===== src/rtl/change_dispenser.sv =====
// change_dispenser: greedy coin payout sequencer driving a four-phase hopper eject handshake.
// Build option: define CHANGE_DISPENSER_DOLLAR_COIN_EN to let the dollar coin take part in selection.
module change_dispenser #(
    parameter int AMT_W   = 10,
    parameter int TIMEOUT = 255
) (
    input  logic             clk,
    input  logic             reset,
    input  logic             start,
    input  logic [AMT_W-1:0] amount,
    input  logic             eject_ack,
    output logic             eject_req,
    output logic [1:0]       coin_sel,
    output logic             busy,
    output logic             done,
    output logic             err,
    output logic [AMT_W-1:0] remaining,
    output logic [7:0]       coins_out
);

    typedef enum logic [2:0] {
        S_IDLE,
        S_SELECT,
        S_REQ,
        S_RELEASE,
        S_DONE,
        S_ERROR
    } state_t;

    localparam logic [7:0] TIMEOUT_CNT = 8'(TIMEOUT);

`ifdef CHANGE_DISPENSER_DOLLAR_COIN_EN
    localparam logic [3:0] COIN_EN = 4'b1111;
`else
    localparam logic [3:0] COIN_EN = 4'b0111;
`endif

    function automatic logic [AMT_W-1:0] coin_value(input logic [1:0] sel);
        case (sel)
            2'd0:    coin_value = AMT_W'(5);
            2'd1:    coin_value = AMT_W'(10);
            2'd2:    coin_value = AMT_W'(25);
            default: coin_value = AMT_W'(100);
        endcase
    endfunction

    state_t           r_state;
    state_t           w_state_next;
    logic [1:0]       r_coin_sel;
    logic [1:0]       w_sel_next;
    logic [AMT_W-1:0] r_remaining;
    logic [AMT_W-1:0] w_remaining_next;
    logic [7:0]       r_coins_out;
    logic [7:0]       w_coins_next;
    logic [7:0]       r_wait_cnt;
    logic [7:0]       w_wait_next;
    logic             r_eject_req;
    logic             r_busy;
    logic             r_done;
    logic             r_err;

    logic [3:0]       w_fits;
    logic [1:0]       w_pick;

    // A coin fits when it is enabled in this build and does not exceed what is still owed.
    for (genvar gi = 0; gi < 4; gi++) begin : g_fit
        assign w_fits[gi] = COIN_EN[gi] && (r_remaining >= coin_value(2'(gi)));
    end

    always_comb begin
        w_pick = 2'd0;
        for (int i = 0; i < 4; i++) begin
            if (w_fits[i]) begin
                w_pick = 2'(i);
            end
        end
    end

    always_ff @(posedge clk) begin
        if (reset) begin
            r_state <= S_IDLE;
        end else begin
            r_state <= w_state_next;
        end
    end

    always_comb begin
        w_state_next     = r_state;
        w_sel_next       = r_coin_sel;
        w_remaining_next = r_remaining;
        w_coins_next     = r_coins_out;
        w_wait_next      = 8'd0;
        case (r_state)
            S_IDLE: begin
                if (start) begin
                    w_remaining_next = amount;
                    w_coins_next     = 8'd0;
                    w_state_next     = S_SELECT;
                end
            end
            S_SELECT: begin
                if (|w_fits) begin
                    w_sel_next   = w_pick;
                    w_state_next = S_REQ;
                end else begin
                    w_state_next = S_DONE;
                end
            end
            S_REQ: begin
                if (eject_ack) begin
                    w_remaining_next = r_remaining - coin_value(r_coin_sel);
                    w_coins_next     = (r_coins_out == 8'hFF) ? r_coins_out : r_coins_out + 8'd1;
                    w_state_next     = S_RELEASE;
                end else if (r_wait_cnt == TIMEOUT_CNT) begin
                    w_state_next = S_ERROR;
                end else begin
                    w_wait_next = r_wait_cnt + 8'd1;
                end
            end
            S_RELEASE: begin
                if (!eject_ack) begin
                    w_state_next = S_SELECT;
                end else if (r_wait_cnt == TIMEOUT_CNT) begin
                    w_state_next = S_ERROR;
                end else begin
                    w_wait_next = r_wait_cnt + 8'd1;
                end
            end
            S_DONE: begin
                w_state_next = S_IDLE;
            end
            S_ERROR: begin
                w_state_next = S_ERROR;
            end
            default: begin
                w_state_next = S_IDLE;
            end
        endcase
    end

    // Outputs are decoded from the next state so they are registered yet aligned with the state.
    always_ff @(posedge clk) begin
        if (reset) begin
            r_coin_sel  <= 2'd0;
            r_remaining <= '0;
            r_coins_out <= 8'd0;
            r_wait_cnt  <= 8'd0;
            r_eject_req <= 1'b0;
            r_busy      <= 1'b0;
            r_done      <= 1'b0;
            r_err       <= 1'b0;
        end else begin
            r_coin_sel  <= w_sel_next;
            r_remaining <= w_remaining_next;
            r_coins_out <= w_coins_next;
            r_wait_cnt  <= w_wait_next;
            r_eject_req <= (w_state_next == S_REQ);
            r_busy      <= (w_state_next == S_SELECT) || (w_state_next == S_REQ) ||
                           (w_state_next == S_RELEASE);
            r_done      <= (w_state_next == S_DONE);
            r_err       <= (w_state_next == S_ERROR);
        end
    end

    assign eject_req = r_eject_req;
    assign coin_sel  = r_coin_sel;
    assign busy      = r_busy;
    assign done      = r_done;
    assign err       = r_err;
    assign remaining = r_remaining;
    assign coins_out = r_coins_out;

endmodule

===== config.mk =====
export PLATFORM = sky130hd
export DESIGN_NAME = change_dispenser
export DESIGN_NICKNAME = d
export VERILOG_FILES = /design/src/rtl/change_dispenser.sv
export SDC_FILE = /design/constraint.sdc
export NUM_CORES = 1
export LEC_CHECK = 0
export ABC_CLOCK_PERIOD_IN_PS = 2390
export BUFFER_PORTS_ARGS = -buffer_cell sky130_fd_sc_hd__buf_2
export CORE_MARGIN = 5
export CORE_UTILIZATION = 28
export DETAILED_ROUTE_END_ITERATION = 12
export PLACE_DENSITY = 0.51
export SYNTH_ARGS = -nofsm -noshare
export SYNTH_HDL_FRONTEND = slang
export SYNTH_SLANG_ARGS = --single-unit
export TNS_END_PERCENT = 20

===== constraint.sdc =====
create_clock -name clk -period 2.39 [get_ports clk]
set_input_delay 0.1195 -clock clk [delete_from_list [all_inputs] [get_ports clk]]
set_output_delay 0.1195 -clock clk [all_outputs]
set_load 0.01 [all_outputs]

==> metrics.md <==
| Metric | Value |
|---|---|
| Largest net degree at the start of global routing | 28 |
| Crit start category | register |
| Fmax | 0.434 GHz |
| Sink Count | 35 |
| Avg Cell Area, Syn | 8.33 µm² |
| Drt first pass iters | 4 |
| DP Worst Slack | 0.0470 ns |
| CP peak stage delay | 0.50 ns |
| Tcrit/Tclk final | 96.4% |
| Slowest CP cell | or4b_1 |
| Die height | 97.6 µm |
| Synth warnings | 0 |
| Syn Inst Count | 258 |
| Core Area | 0.00761 mm² |
| Final Setup Violations | 0 |
| Final Max Slew Viols | 0 |
| Vias in the first global route | 1836 |
| Hpwl dp | 4.08 mm |
| First-pass GRT wire length | 9.07 mm |
| RSZ-0062 raised after global routing | false |
| Worst path required time | 2.60 ns |
| Max Buffers Root-to-Sink | 2 |
| Pint | 1.21 mW |
| Crit. End Element | register |
| Std cell rows | 32 |
| Async S/R FF share, synth | 0% |
| Final antenna-violating net count | 0 |
| DRC violations left | 0 |
| Seq/Total Area, Yosys | 32.6% |
| Htree depth | 2 |
| Overall Global Routing Usage | 11.5% |
| Most common cell after layout, fill and taps aside | nor2_1 |
| Inserted Clock Buffers | 5 |
| CTS root buffer | clkbuf_8 |
| Iter 0 DRT Violations | 48 |
| Skew-Pair Late Insertion Delay | 0.29 ns |
| Total negative slack | 0 ns |
| Initial antenna violation count | 0 |
| Hold Path Class | input port to register |
| Post-synth EDFFs | 0 |
| WS Path Type | register to register |
| Crit-path cells | inv_2 -> ha_4 -> inv_2 -> ha_4 -> nor2b_4 -> o31a_1 -> o211a_1 -> or4b_1 -> a31oi_1 |
| Comb pwr share | 41.2% |
| Layout cells sized above 1 | 22.6% |
| Minimum clock period | 2.30 ns |
| Final setup margin | 0.0863 ns |
| CP top delay family | compound AO/OA/AOI/OAI gates |
| Initial Util | 28.3% |
| I/O pin cnt | 38 |
| Hold slack | 0.126 ns |
| Max-cap violations | 0 |
| Synthesized Nets | 285 |
| CP max FO | 3 |
| Final wirelength | 5.39 mm |
| Register share of total power | 36.6% |
| GPL Wtd Cong | 0.750 |
| DR vias | 1929 |
| Port Buffers | 37 |
| Static Leak | 1.04 nW |
| CP arrival | 2.52 ns |
| Area growth syn-to-layout | 20.7% |
| WL/cell | 13.4 µm |
| CP bufs+invs | 2 |
| Reg clk slew, reported paths | 0.08 ns |
| Slew @ Worst Pin | 0.718 ns |
| Post-Layout Cell Count | 403 |
| NetSw | 0.756 mW |
| #FFs+latches synth | 35 |
| Sw Share | 38.4% |
| # placed instances | 394 |
| Clock power frac | 22.1% |
| Status | complete, no violations |
| Relative slew slack | 52.1% |
| Final-report hold violation count | 0 |
| Final #Nets | 327 |
| Die Area | 0.00953 mm² |
| Mapped cell area | 0.00215 mm² |
| Distinct cells, synth | 60 |
| CTS tree | yes |
| Antenna cells | 0 |
| Predominant post-synthesis flop cell | dfxtp_1 |
| Power Dens Cells | 758 mW/mm² |
| Via/cell ratio | 4.79 |
| Most frequent cells in the layout | nor2_1 (39), buf_2 (37), dfxtp_1 (33), nand2_1 (16), a21oi_1 (14) |
| Grt ovf | 0 |
| Setup Skew | 0.0138 ns |
| Die W | 97.6 µm |
| Peak VDD IR | 0.000243 V |
-- layer usage --
metal	up-vias	track usage, %	routed length (µm)
met5	-	0	0
met4	0	2.88	60
met3	5	2.87	162
met2	26	17.1	2330
met1	894	16.5	2840
li1	1004	-	-
-- sequential cells by signal, summed over array words and instances, names as in the netlist --
signal and cells:
busy 1, coin_sel 2, coins_out 8, done 1
eject_req 1, err 1, r_state 3, r_wait_cnt 8
remaining 10
-- tightest hold or removal path: stages --
cell      delay (ns)
buf_2           0.08
a211oi_1        0.06
nor3_1          0.11
-- kinds of logic (layout without fill, tap and decap cells) --
kind of cell               Yosys count  count (layout)  synth area share [%]
xor gates and xnor gates            13              13                  5.30
buffers and inverters               25              68                  5.01
muxes                                2               2                 0.931
and+or+nand+nor                    108             108                  26.3
DFF                                 35              35                  32.6
AOI/OAI and AO/OA                   61              61                  21.5
adders and majority gates           14              14                  8.38
-- cell usage after synthesis (3+ instances only) --
library cell,number,area [µm²]
a211oi_1,5,37.5
a21oi_1,14,70.1
and2_1,6,37.5
and3_1,3,18.8
clkbuf_1,6,22.5
dfxtp_1,35,701
ha_1,12,150
inv_1,15,56.3
nand2_1,16,60.1
nand2b_1,4,25.0
nand3_1,9,45.0
nand4_1,3,18.8
nor2_1,39,146
nor2b_1,3,18.8
nor3_1,6,30.0
nor3b_1,3,22.5
o211ai_1,3,22.5
o21a_1,4,30.0
o21ai_0,8,40.0
o31a_1,3,26.3
or3_1,3,18.8
xnor2_1,12,105
-- layout make-up --
type                    instances  area [µm²]
multi-input cells             198        1370
clock inverters                 3        20.0
flip-flops and latches         35         703
repair buffers                 45         245
fillers                       848        5010
clock buffers                   5        68.8
inverters                      15        56.3
well taps                     102         128
-- repair_timing --
item | in CTS | in global routing
buffers inserted | 0 | 1
hold buffers | 0 | 0
resized for setup | 0 | 6
setup endpoints to repair | 0 | 2
-- worst paths after layout --
check	from	to	slack (ns)	cells past startpoint
worst max register to register	coin_sel[0]	remaining[8]	0.09	9
worst min-delay path	amount[2]	remaining[2]	0.13	3
worst max-delay path	coin_sel[0]	remaining[8]	0.09	9
worst min register to register	r_wait_cnt[0]	r_wait_cnt[0]	0.47	1
-- stage by stage --
step	instance area [µm²]	power (mW)	util, %
6_report	2590	1.97	34.1
3_3_place_gp	2460	1.51	32.4
2_1_floorplan	2150	1.27	-
5_1_grt	2590	2.11	34.1
3_5_place_dp	2460	1.51	32.4
4_1_cts	2550	1.95	33.6
-- power by group through the flow --
stage | clock (mW) | combinational (mW) | sequential [mW]
final | 0.435 | 0.811 | 0.720
after global routing | 0.474 | 0.901 | 0.735
after CTS | 0.453 | 0.781 | 0.718
after detailed placement | 0 | 0.776 | 0.732
after global placement | 0 | 0.774 | 0.732
after floorplan | 0 | 0.544 | 0.731
No activity file was read; power rests on OpenSTA's default activity.
